--- config.mk ---
export PLATFORM = sky130hd
export DESIGN_NAME = game_state_ctrl
export DESIGN_NICKNAME = d
export VERILOG_FILES = /design/src/rtl/game_state_ctrl_pkg.sv /design/src/rtl/game_state_ctrl_edge_pulse.sv /design/src/rtl/game_state_ctrl.sv
export SDC_FILE = /design/constraint.sdc
export NUM_CORES = 1
export LEC_CHECK = 0
export BUFFER_PORTS_ARGS = -buffer_cell sky130_fd_sc_hd__buf_4
export CAP_MARGIN = 20
export CORE_UTILIZATION = 57
export DETAILED_ROUTE_END_ITERATION = 10
export PLACE_DENSITY_LB_ADDON = 0.3
export SKIP_LAST_GASP = 1
export SLEW_MARGIN = 20
export SYNTH_ARGS = -nofsm -noshare
export SYNTH_HDL_FRONTEND = slang
export SYNTH_SLANG_ARGS = --single-unit
--- constraint.sdc ---
create_clock -name clk -period 2.6 [get_ports clk]
set_clock_uncertainty 0.2 [all_clocks]
set_input_delay 0.26 -clock clk [delete_from_list [all_inputs] [get_ports clk]]
set_output_delay 0.26 -clock clk [all_outputs]
set_load 0.05 [all_outputs]
--- src/rtl/game_state_ctrl_pkg.sv ---
// Shared state encodings and overlay-enable decode for the SkyHop
// screen sequencer. The optional pause feature is enabled by GAME_PAUSE_EN.
package game_state_ctrl_pkg;

    localparam int GST_W = 3;
    localparam int CNT_W = 10;

    typedef enum logic [GST_W-1:0] {
        GST_START = 3'd0,
        GST_PLAY  = 3'd1,
        GST_DYING = 3'd2,
        GST_END   = 3'd3,
        GST_PAUSE = 3'd4
    } gst_e;

    typedef struct packed {
        logic start_en;
        logic game_en;
        logic end_en;
        logic freeze;
    } ovl_t;

    function automatic ovl_t ovl_decode(input gst_e s);
        ovl_t o;
        o = '0;
        case (s)
            GST_START: o.start_en = 1'b1;
            GST_PLAY:  o.game_en  = 1'b1;
            GST_DYING: begin
                o.game_en = 1'b1;
                o.freeze  = 1'b1;
            end
            GST_END: begin
                o.game_en = 1'b1;
                o.freeze  = 1'b1;
                o.end_en  = 1'b1;
            end
            GST_PAUSE: begin
                o.game_en = 1'b1;
                o.freeze  = 1'b1;
            end
            default:   o.start_en = 1'b1;
        endcase
        return o;
    endfunction

endpackage

--- src/rtl/game_state_ctrl_edge_pulse.sv ---
// edge_pulse: registered rising-edge detector, one-cycle pulse out.
// Ports: clk, rst_n, d (level in), pulse (1 cycle after a 0->1 on d).
module edge_pulse (
    input  logic clk,
    input  logic rst_n,
    input  logic d,
    output logic pulse
);

    logic prev;

    // prev resets high so a level already high when reset releases
    // is not seen as a new edge; a real 0 must be observed first.
    always_ff @(posedge clk or negedge rst_n) begin
        if (!rst_n) begin
            prev  <= 1'b1;
            pulse <= 1'b0;
        end else begin
            prev  <= d;
            pulse <= d & ~prev;
        end
    end

endmodule

--- src/rtl/game_state_ctrl.sv ---
// SkyHop screen sequencer: frame-aligned START/PLAY/DYING/END FSM driving
// overlay enables and a game_rst pulse. Ports: clk, rst_n, vsync_in,
// btn_start, collision, fell_off (+btn_pause with GAME_PAUSE_EN) in;
// start_en, game_en, end_en, freeze, game_rst, state_out[2:0] out.
module game_state_ctrl
    import game_state_ctrl_pkg::*;
#(
    parameter int DYING_FRAMES    = 30,
    parameter int END_HOLD_FRAMES = 120,
    parameter int AUTO_RET_FRAMES = 900
) (
    input  logic             clk,
    input  logic             rst_n,
    input  logic             vsync_in,
    input  logic             btn_start,
`ifdef GAME_PAUSE_EN
    input  logic             btn_pause,
`endif
    input  logic             collision,
    input  logic             fell_off,
    output logic             start_en,
    output logic             game_en,
    output logic             end_en,
    output logic             freeze,
    output logic             game_rst,
    output logic [GST_W-1:0] state_out
);

    localparam logic [CNT_W-1:0] DY_LAST  = CNT_W'(DYING_FRAMES - 1);
    localparam logic [CNT_W-1:0] HOLD_MIN = CNT_W'(END_HOLD_FRAMES);
    localparam logic [CNT_W-1:0] AUTO_LAST = CNT_W'(AUTO_RET_FRAMES - 1);
    localparam logic [CNT_W-1:0] CNT_MAX  = '1;

    logic tick;
    logic start_p;
    gst_e state;
    gst_e nxt;
    logic [CNT_W-1:0] cnt;
    logic start_req;
    logic sreq;
    logic go_rst;
    logic drop_start;
    logic keep_cnt;
    logic cnt_run;
    ovl_t ovl;
    ovl_t ovl_nxt;

    edge_pulse u_vs (
        .clk   (clk),
        .rst_n (rst_n),
        .d     (vsync_in),
        .pulse (tick)
    );

    edge_pulse u_start (
        .clk   (clk),
        .rst_n (rst_n),
        .d     (btn_start),
        .pulse (start_p)
    );

`ifdef GAME_PAUSE_EN
    logic pause_p;
    logic pause_req;
    logic preq;

    edge_pulse u_pause (
        .clk   (clk),
        .rst_n (rst_n),
        .d     (btn_pause),
        .pulse (pause_p)
    );

    assign preq = pause_req | pause_p;
`endif

    // A press landing on the tick cycle itself still counts.
    assign sreq = start_req | start_p;

    always_comb begin
        nxt        = state;
        go_rst     = 1'b0;
        drop_start = 1'b0;
        keep_cnt   = 1'b0;
        cnt_run    = 1'b1;
        case (state)
            GST_START: begin
                if (tick && sreq) begin
                    nxt    = GST_PLAY;
                    go_rst = 1'b1;
                end
            end
            GST_PLAY: begin
                if (tick && (collision | fell_off)) begin
                    nxt = GST_DYING;
`ifdef GAME_PAUSE_EN
                end else if (tick && preq) begin
                    nxt      = GST_PAUSE;
                    keep_cnt = 1'b1;
`endif
                end
            end
            GST_DYING: begin
                if (tick && cnt == DY_LAST)
                    nxt = GST_END;
            end
            GST_END: begin
                if (tick && sreq && cnt >= HOLD_MIN) begin
                    nxt    = GST_PLAY;
                    go_rst = 1'b1;
                end else if (tick) begin
                    // Presses inside the hold window are thrown away.
                    drop_start = sreq;
                    if (cnt == AUTO_LAST)
                        nxt = GST_START;
                end
            end
`ifdef GAME_PAUSE_EN
            GST_PAUSE: begin
                cnt_run = 1'b0;
                if (tick && preq) begin
                    nxt      = GST_PLAY;
                    keep_cnt = 1'b1;
                end
            end
`endif
            default: nxt = GST_START;
        endcase
    end

    assign ovl_nxt = ovl_decode(nxt);

    always_ff @(posedge clk or negedge rst_n) begin
        if (!rst_n) begin
            state     <= GST_START;
            cnt       <= '0;
            start_req <= 1'b0;
            ovl       <= ovl_decode(GST_START);
            game_rst  <= 1'b0;
`ifdef GAME_PAUSE_EN
            pause_req <= 1'b0;
`endif
        end else begin
            state    <= nxt;
            ovl      <= ovl_nxt;
            game_rst <= go_rst;
            if (nxt != state) begin
                start_req <= 1'b0;
`ifdef GAME_PAUSE_EN
                pause_req <= 1'b0;
`endif
                if (!keep_cnt)
                    cnt <= '0;
            end else begin
                start_req <= drop_start ? 1'b0 : sreq;
`ifdef GAME_PAUSE_EN
                pause_req <= preq;
`endif
                if (tick && cnt_run && cnt != CNT_MAX)
                    cnt <= cnt + 1'b1;
            end
        end
    end

    assign start_en  = ovl.start_en;
    assign game_en   = ovl.game_en;
    assign end_en    = ovl.end_en;
    assign freeze    = ovl.freeze;
    assign state_out = state;

endmodule

==> metrics.txt <==
min Tclk post-route roughly 2.3 ns; port bufs 13; CTS buffer count 3; Power Total 0.627 mW; Synth area leaders dfrtp_1, nor3_2, dfstp_2; worst IR drop on VDD about 0.00037 V; TritonCTS clock tree done; drt first-iter violations 14; Final Hold Fails 0; Bufs on Longest Clock Path 2; async set or reset register ratio after synthesis 100%; Reg2Reg Depth 6; antenna violations before repair 0; final net count about 140; sequential area share after synthesis between 40% and 50%; number of remaining DRC errors 0; crit path kind flop to flop; leakage 0.626 nW; Post-DP Area around 1400 um2; top_reg_cell synth dfrtp_1; Tcrit/Tclk final 88.1%; Sw Share between 20% and 30%; DR WL/cell about 15 um; setup ws final just over 0.3 ns; Cells after Synth about 120; post-CTS setup repair buffer count 0; Yosys cell types 45; FMAX ~440 MHz; Avg Cell Area, Syn between 10 and 15 um2; Worst Hold Class primary input to async pin; commonest non-fill, non-tap cell in the layout dfrtp_1; WP data arrival 2.27 ns; via count 950; FF-to-FF End start_req; FF+latch count, synth 23; # rows 16; Crit. End Element flop; global-route wire length before repair between 3000 and 4000 um; Initial Util around 63%; leading area contributor after synthesis dfrtp_1; number of global-route vias before repair ~900; share of layout cells above drive strength 1 28.4%; Worst Tran Pin Value ~0.71 ns; Slew headroom approximately 53%; clk root buf clkbuf_4; P per Cell Area 436 nW/um2; fin area ~1400 um2; grt total ovfl 0; largest net degree at the start of global routing 24; Place WS 0.231 ns; RSZ-0062 raised after global routing no; number of H-tree levels 1; Yosys top cell area share about two fifths; GRT Util Overall between 20% and 30%; most frequent cells in the layout dfrtp_1, buf_4, nor3_2; FF-to-FF setup slack ~0.31 ns; clock share of power 27.2%; Die ar. 2430 um2; sequential share of power between 60% and 70%; Pint roughly 0.46 mW; Net Count, Synth between 100 and 150; CTS Sinks 23; status complete, no violations; Critical R2R Launch cnt[0]; final core occ between 70% and 80%; TritonRoute pass-1 iters 4; width of the die around 50 um; IO Pins 14; final slew viol count 0; Worst Path Max Fanout 7; Logic pwr share around an eighth; CTS clk-pin slew, worst paths roughly 0.13 ns; max cap viols 0; Setup violations, final 0; Die Y 49.3 um; # diodes 0; RePlAce Congestion between 0.8 and 0.9; required time of the critical path between 2 and 3 ns; Yosys Warn Count 0; Skew-Pair Late Insertion Delay around 0.32 ns; Post-DRT Antenna Nets 0; HPWL after DPL 1740 um; vias per cell roughly 5.9; CORE AREA 2040 um2; crit path launch type flop; Area growth syn-to-layout 12.7%; mapped cell area 1280 um2; DRT Wirelength around 2300 um; setup TNS 0 ns; Post-synth EDFFs 0; Net Sw Power between 0.15 and 0.2 mW
-- cells by family after synthesis --
| kind of cell | synth area share, % |
|---|---|
| flip-flops | 45.4 |
| AND/OR/NAND/NOR | 32.2 |
| other | 0.294 |
| adder cells (fa/ha/maj) | 2.94 |
| XOR/XNOR | 4.12 |
| AO/OA/AOI/OAI | 7.94 |
| multiplexers | 2.35 |
| buffers and inverters | 4.80 |
-- metrics by stage --
stage,std cells,hold WS [ns]
after global placement,154,-0.0352
after CTS,161,0.160
after detailed placement,154,-0.0320
final,161,0.142
after global routing,161,0.162
after floorplan,118,-0.236
-- synthesized netlist by cell type (2+ instances only) --
master	n
a21oi_1	3
a31oi_1	3
and4_1	3
buf_6	3
dfrtp_1	20
dfstp_2	3
ha_1	3
inv_1	4
mux2i_1	3
nand2_1	6
nand3_1	9
nand4_1	4
nor2_1	5
nor2b_1	3
nor3_1	2
nor3_2	10
or3_1	2
xnor2_1	5
-- how the worst max path moves through the flow --
stage	from	to	slack [ns]	cells after the start
final	cnt[0]	start_req	0.31	6
after global routing	cnt[0]	start_req	0.22	6
after CTS	cnt[7]	cnt[7]	0.21	4
after detailed placement	cnt[7]	cnt[7]	0.23	4
after global placement	cnt[7]	cnt[7]	0.33	4
after floorplan	state_out[0]	cnt[0]	0.69	5
-- state kept, by name (all words and copies together), names as in the netlist --
name / count
cnt: 10
end_en: 1
freeze: 1
game_en: 1
game_rst: 1
start_en: 1
start_req: 1
state_out: 3
u_start.prev: 1
u_start.pulse: 1
u_vs.prev: 1
u_vs.pulse: 1
-- timing repair --
| item | in CTS | in global routing |
|---|---|---|
| resized for setup | 0 | 0 |
| hold endpoints to repair | 27 | 0 |
| hold buffers | 3 | 0 |
-- final cells by class --
cell class              count  area [um2]
clock buffers               4        26.3
inverters                   4        15.0
flip-flops and latches     23         579
fillers                   169         603
repair buffers             17         135
multi-input cells          86         649
well taps                  27        33.8
-- power groups by stage --
| stage | logic (mW) | registers [mW] | clock network, mW |
|---|---|---|---|
| floorplan | 0.0299 | 0.403 | 0 |
| global placement | 0.0699 | 0.387 | 0 |
| detailed placement | 0.0715 | 0.388 | 0 |
| CTS | 0.0751 | 0.381 | 0.170 |
| global route | 0.0830 | 0.383 | 0.190 |
| finish | 0.0757 | 0.381 | 0.171 |
-- worst max-delay path: stages, from the launching register on --
cell and delay (ns):
dfrtp_1 0.47, ha_1 0.24, and4_1 0.39, nand3_1 0.16
a21oi_2 0.37, buf_4 0.25, nor4_1 0.06
-- metal layers --
metal,vias to the layer above,GRT usage [%],share of wire [%]
met3,7,3.12,3.4
met1,460,28.2,47
li1,462,-,-
met2,21,35.2,47
met4,0,11.3,2.9
met5,-,0,0
No activity file was read; power rests on OpenSTA's default activity.
